==> config.mk <==
export PLATFORM = sky130hd
export DESIGN_NAME = accum_cmd_sched
export DESIGN_NICKNAME = d
export VERILOG_FILES = /design/src/rtl/accum_sched_pkg.sv /design/src/rtl/rr_arb.sv /design/src/rtl/accum_cmd_sched.sv
export SDC_FILE = /design/constraint.sdc
export NUM_CORES = 1
export LEC_CHECK = 0
export CAP_MARGIN = 20
export CORE_MARGIN = 2
export CORE_UTILIZATION = 44
export DETAILED_ROUTE_END_ITERATION = 16
export GPL_TIMING_DRIVEN = 0
export PLACE_DENSITY = 0.72
export SLEW_MARGIN = 30
export SYNTH_ARGS = -nofsm -noshare
export SYNTH_HDL_FRONTEND = slang
export SYNTH_SLANG_ARGS = --single-unit
export TNS_END_PERCENT = 10
==> constraint.sdc <==
create_clock -name clk -period 2.9 [get_ports clk]
set_clock_uncertainty 0.15 [all_clocks]
set_input_delay 0.58 -clock clk [delete_from_list [all_inputs] [get_ports clk]]
set_output_delay 0.58 -clock clk [all_outputs]
set_load 0.005 [all_outputs]
==> src/rtl/accum_sched_pkg.sv <==
// Shared definitions for the two-accumulator command scheduler:
// opcode encodings, scheduler state type and the accumulator count.
package accum_sched_pkg;

  localparam int NUM_ACC = 2;

  localparam logic [2:0] OP_INCR  = 3'b001;
  localparam logic [2:0] OP_DECR  = 3'b010;
  localparam logic [2:0] OP_OTHER = 3'b100;
  localparam logic [2:0] OP_HALT  = 3'b111;

  typedef enum logic [1:0] {
    ST_RUN    = 2'd0,
    ST_DRAIN  = 2'd1,
    ST_HALTED = 2'd2
  } sched_state_t;

  function automatic logic op_is_halt(input logic [2:0] op);
    return op == OP_HALT;
  endfunction

endpackage

==> src/rtl/rr_arb.sv <==
// Round-robin arbiter: one-hot grant starting the search at the pointer,
// pointer moves to one past the winner only when something is granted.
module rr_arb #(
  parameter int N = 4
) (
  input  logic         clk,
  input  logic         reset,
  input  logic [N-1:0] req,
  output logic [N-1:0] grant
);

  localparam int PW = (N > 1) ? $clog2(N) : 1;

  logic [PW-1:0] ptr_reg;
  logic [PW-1:0] ptr_next;
  logic          found;

  // First pass covers requesters at or above the pointer, second pass wraps.
  always_comb begin
    grant = '0;
    found = 1'b0;
    for (int i = 0; i < N; i++) begin
      if (!found && req[i] && (PW'(i) >= ptr_reg)) begin
        grant[i] = 1'b1;
        found    = 1'b1;
      end
    end
    for (int i = 0; i < N; i++) begin
      if (!found && req[i]) begin
        grant[i] = 1'b1;
        found    = 1'b1;
      end
    end
  end

  always_comb begin
    ptr_next = ptr_reg;
    for (int i = 0; i < N; i++) begin
      if (grant[i]) begin
        ptr_next = (i == N - 1) ? '0 : PW'(i + 1);
      end
    end
  end

  always_ff @(posedge clk) begin
    if (reset) begin
      ptr_reg <= '0;
    end else begin
      ptr_reg <= ptr_next;
    end
  end

endmodule

==> src/rtl/accum_cmd_sched.sv <==
// Command scheduler feeding two accumulators: per-target round-robin
// acceptance, registered issue, and a halt/drain sequence with timeout.
module accum_cmd_sched
  import accum_sched_pkg::*;
#(
  parameter int NUM_REQ   = 4,
  parameter int DRAIN_TMO = 8
) (
  input  logic                    clk,
  input  logic                    reset,
  input  logic [NUM_REQ-1:0]      req_vld,
  input  logic [NUM_REQ-1:0]      req_tgt,
  input  logic [NUM_REQ*3-1:0]    req_op,
  output logic [NUM_REQ-1:0]      req_rdy,
  output logic [NUM_ACC-1:0]      cmd_vld,
  output logic [NUM_ACC*3-1:0]    opcode,
  input  logic                    halt,
  output logic                    sched_halted,
  output logic                    drain_err,
  output logic [NUM_ACC*16-1:0]   issue_cnt
);

  localparam int            CW         = $clog2(DRAIN_TMO + 1);
  localparam logic [CW-1:0] DRAIN_LAST = CW'(DRAIN_TMO - 1);

  sched_state_t state_reg, state_next;
  logic [CW-1:0] drain_cnt_reg, drain_cnt_next;
  logic          drain_err_reg, drain_err_next;
  logic          drain_timeout;
  logic          run_en;
  logic          halt_accept;

  logic [NUM_ACC-1:0][NUM_REQ-1:0] acc_req;
  logic [NUM_ACC-1:0][NUM_REQ-1:0] acc_gnt;
  logic [NUM_ACC-1:0]              gnt_any;
  logic [NUM_ACC-1:0][2:0]         gnt_op;

  logic [NUM_ACC-1:0]              cmd_vld_reg;
  logic [NUM_ACC-1:0][2:0]         opcode_reg;
  logic [NUM_ACC-1:0][15:0]        issue_cnt_reg;

  // Masking requests here keeps both arbiters idle (pointers frozen) outside RUN.
  assign run_en = (state_reg == ST_RUN) && !reset;

  always_comb begin
    acc_req = '0;
    for (int a = 0; a < NUM_ACC; a++) begin
      for (int r = 0; r < NUM_REQ; r++) begin
        acc_req[a][r] = run_en && req_vld[r] && (int'(req_tgt[r]) == a);
      end
    end
  end

  generate
    for (genvar gi = 0; gi < NUM_ACC; gi++) begin : g_acc
      rr_arb #(
        .N(NUM_REQ)
      ) u_arb (
        .clk  (clk),
        .reset(reset),
        .req  (acc_req[gi]),
        .grant(acc_gnt[gi])
      );
    end
  endgenerate

  always_comb begin
    gnt_any     = '0;
    gnt_op      = '0;
    req_rdy     = '0;
    halt_accept = 1'b0;
    for (int a = 0; a < NUM_ACC; a++) begin
      gnt_any[a] = |acc_gnt[a];
      req_rdy    = req_rdy | acc_gnt[a];
      for (int r = 0; r < NUM_REQ; r++) begin
        if (acc_gnt[a][r]) begin
          gnt_op[a] = req_op[r*3 +: 3];
        end
      end
      if (gnt_any[a] && op_is_halt(gnt_op[a])) begin
        halt_accept = 1'b1;
      end
    end
  end

  // Scheduler FSM: state register
  always_ff @(posedge clk) begin
    if (reset) begin
      state_reg     <= ST_RUN;
      drain_cnt_reg <= '0;
      drain_err_reg <= 1'b0;
    end else begin
      state_reg     <= state_next;
      drain_cnt_reg <= drain_cnt_next;
      drain_err_reg <= drain_err_next;
    end
  end

  // Scheduler FSM: next state; two halts in one cycle still mean one DRAIN entry
  always_comb begin
    state_next    = state_reg;
    drain_timeout = 1'b0;
    case (state_reg)
      ST_RUN: begin
        if (halt_accept) begin
          state_next = ST_DRAIN;
        end
      end
      ST_DRAIN: begin
        if (halt) begin
          state_next = ST_HALTED;
        end else if (drain_cnt_reg == DRAIN_LAST) begin
          state_next    = ST_HALTED;
          drain_timeout = 1'b1;
        end
      end
      ST_HALTED: begin
        state_next = ST_HALTED;
      end
      default: begin
        state_next = ST_RUN;
      end
    endcase
    drain_cnt_next = (state_reg == ST_DRAIN) ? drain_cnt_reg + CW'(1) : '0;
    drain_err_next = drain_err_reg | drain_timeout;
  end

  // Scheduler FSM: outputs
  always_comb begin
    sched_halted = (state_reg == ST_HALTED);
    drain_err    = drain_err_reg;
  end

  // Issue stage: opcode holds when nothing is issued to that accumulator.
  always_ff @(posedge clk) begin
    if (reset) begin
      cmd_vld_reg   <= '0;
      opcode_reg    <= '0;
      issue_cnt_reg <= '0;
    end else begin
      for (int a = 0; a < NUM_ACC; a++) begin
        cmd_vld_reg[a] <= gnt_any[a];
        if (gnt_any[a]) begin
          opcode_reg[a]    <= gnt_op[a];
          issue_cnt_reg[a] <= issue_cnt_reg[a] + 16'd1;
        end
      end
    end
  end

  assign cmd_vld   = cmd_vld_reg;
  assign opcode    = opcode_reg;
  assign issue_cnt = issue_cnt_reg;

endmodule

==> flow_summary_export.csv <==
group,metric,value,unit
placement,dpl.hpwl,4.73,mm
die,design.die.area,6550,µm²
power_and_ir_drop,comb_power_share,33.0,%
worst_setup_path,rr_startpoint,"state_reg[0]$_SDFFE_PP0P_",
worst_setup_path,reg2reg_depth,11,
global_routing,grt_max_degree,16,
yosys,netlist_instances,309,
global_routing,use_met3,4.11,%
hold_path,hold_path_end,"drain_cnt_reg[0]$_SDFF_PP0_",
die,die_x,80.9,µm
worst_setup_path,crit_chain,"inv_2 -> ha_4 -> or3b_4 -> or3_4 -> nor4bb_4 -> buf_4 -> or4_4 -> and3_4 -> nand4_1 -> xor2_1 -> nor2_1",
finish,nNetsFinal,434,
global_routing,grt_usage,21.0,%
power_and_ir_drop,clockPowerShare,26.1,%
clock_tree,cts_sinks,51,
hold_path,hold_depth,1,
finish,layout_common_cells,"clkdlybuf4s50_1, dfxtp_1, nor2_1, nand2_1, xor2_1",
status,violations,"negative setup slack",
sta,rsz0062_at_grt,"yes",
yosys,async_flop_share,0,%
die,start_util,44.8,%
worst_setup_path,cp_slowest_cell,"or4_4",
global_routing,grt_busiest_layer,"met2",
yosys,yosysSeqAreaShare,39.2,%
routing,drtIter0Drc,89,
global_routing,grt_first_pass_wirelength,10.8,mm
die,core,5820,µm²
die,num_rows,28,
finish,largest_reg_flops,32,
yosys,synth-edff-count,0,
clock_tree,clock_latency,300,ps
finish,syn2layout_area_growth,45.9,%
worst_setup_path,ff2ff_setup_slack,-70,ps
routing,ant_nets,0,
global_routing,antenna_found_initial,0,
sta,max_freq,0.336,GHz
power_and_ir_drop,cell_internal_pwr,1390,µW
yosys,avgSynthCellArea,8.43,µm²
sta,layout_setup_ws,-73.7,ps
worst_setup_path,critical_path_class,"flop to flop",
clock_tree,htree_levels,2,
yosys,synthFlopType,"dfxtp_1",
placement,place_ws,-880,ps
finish,diodes,0,
yosys,syn-num-nets,339,
die,pin_count,69,
routing,wl,6.85,mm
worst_setup_path,r2r-end,"issue_cnt[22]$_SDFFE_PP0P_",
yosys,synth_top_cells_by_area,"dfxtp_1, xor2_1, nor2_1",
worst_setup_path,cp_max_fo,6,
routing,firstDrtPassIters,5,
worst_setup_path,crit_arrival,3000,ps
sta,fin_crit,2970,ps
global_routing,grtUsageMet2,35.5,%
yosys,synth_top_area_share,39.2,%
sta,slew_headroom,65.0,%
clock_tree,cts.path.max_buffers,2,
power_and_ir_drop,swShare,30.0,%
worst_setup_path,cp-end-kind,"flop",
routing,drt-wirelength-per-cell,14.3,µm
clock_tree,cts_hold_buf,0,
worst_setup_path,cp-start-kind,"flop",
power_and_ir_drop,p_leak,0.00152,µW
yosys,yosysTopAreaCell,"dfxtp_1",
clock_tree,cts_tree,"done",
flow_run,cap_viol_max_count,0,
sta,finalHoldViolCount,0,
power_and_ir_drop,switching_power,595,µW
yosys,syn-cell-area,2600,µm²
finish,final_common_cell,"clkdlybuf4s50_1",
yosys,synth_cell_types,52,
hold_path,min_from,"drain_cnt_reg[0]$_SDFF_PP0_",
clock_tree,cts-buffers-inserted,5,
finish,fin_area,3800,µm²
hold_path,hold_path.class,"flop to flop",
power_and_ir_drop,p_seq_share,40.9,%
global_routing,overflow,0,
finish,drive_above_1_share,17.8,%
placement,placed_area,3380,µm²
sta,setup_viol,7,
clock_tree,cts.reportedPaths.clkPinSlew,90,ps
power_and_ir_drop,vdd_drop_max,0.000340,V
sta,drv_slew,0,
status,status,"finished, violations left",
routing,vias,2578,
routing,viasPerCell,5.37,
sta,final_min_period_over_clock_period,103,%
routing,drc,0,
die,die_y,80.9,µm
sta,worst_slew_pin_slew,521,ps
global_routing,grt_pass1_vias,2385,
power_and_ir_drop,power_density,523,nW/µm²
yosys,ys_warn_count,0,
global_routing,met1_usage,26.3,%
placement,routabilityCongestion,0.852,
worst_setup_path,critPathRequiredTime,2930,ps
worst_setup_path,critPathMaxStageDelay,540,ps
yosys,synth_seq_cells,51,
clock_tree,clockRootBuffer,"clkbuf_8",
placement,io_buffer_count,68,
how the worst max path moves through the flow:
| stage | slack, ps | endpoint | cells after the start | from |
|---|---|---|---|---|
| after detailed placement | -880 | req_rdy[0] | 6 | reset |
| after floorplan | 80 | issue_cnt[30]$_SDFFE_PP0P_ | 9 | reset |
| final | -70 | issue_cnt[22]$_SDFFE_PP0P_ | 11 | state_reg[0]$_SDFFE_PP0P_ |
| after global routing | -160 | issue_cnt[30]$_SDFFE_PP0P_ | 11 | state_reg[0]$_SDFFE_PP0P_ |
| after global placement | -930 | req_rdy[0] | 6 | reset |
| after CTS | -90 | issue_cnt[22]$_SDFFE_PP0P_ | 12 | state_reg[1]$_SDFFE_PP0P_ |
timing repair:
action,in CTS,in global routing
resized for setup,49,9
setup endpoints to repair,33,26
pin swaps,12,5
buffers inserted,16,6
synthesized netlist by cell type (all sizes together), types with 4 or more instances:
cell / n
nand2: 29
dfxtp: 51
ha: 7
nand4: 11
nor2: 45
nand3: 8
clkbuf: 7
nand2b: 12
xnor2: 8
inv: 8
nor3: 5
nor2b: 6
xor2: 21
and4: 5
and3: 11
or3: 4
o21ai: 11
a21oi: 17
area by class of cell:
class                           instances  area [µm²]
Sequential cell                        51        1020
Multi-Input combinational cell        241        1660
Timing Repair Buffer                   90         845
Tap cell                               75        93.8
Buffer                                  7        30.0
Clock inverter                          2        35.0
Fill cell                             501        2020
Inverter                                8        30.0
Clock buffer                            6        82.6
metal layers:
layer / vias to the layer above / wire length [µm]
li1: 1275 / -
met1: 1210 / 3130
met3: 13 / 332
met4: 0 / 128
met5: - / 0
met2: 80 / 3260
worst max-delay path, delay by kind of cell, from the launching register on:
kind          cells  cell delay [ps]
xor+xnor          1              150
fa+ha+maj         1              150
buf+inv           2              240
flops             1              340
simple gates      7             1810
stage by stage:
stage	hold slack, ps	cells	utilization (%)	TNS, ps	total power, µW
CTS	310	475	64.4	-393	1950
detailed placement	295	452	58.1	-20090	1340
finish	309	480	65.3	-354	1990
global placement	285	452	58.1	-20510	1330
global route	334	480	65.3	-1410	2080
floorplan	268	309	-	0	1120
logic make-up after synthesis:
group	Yosys count	synth area share [%]
buf+inv	17	2.79
compound gates	54	13.6
mux	2	0.769
xor+xnor	29	9.76
fa+ha+maj	7	3.36
simple gates	149	30.6
flops	51	39.2
power by group through the flow:
stage / Combinational (µW) / Sequential [µW] / Clock, µW
finish: 656 / 812 / 518
floorplan: 304 / 815 / 0
CTS: 615 / 811 / 528
detailed placement: 512 / 823 / 0
global placement: 506 / 823 / 0
global route: 715 / 818 / 547
No activity file was read; power rests on OpenSTA's default activity.
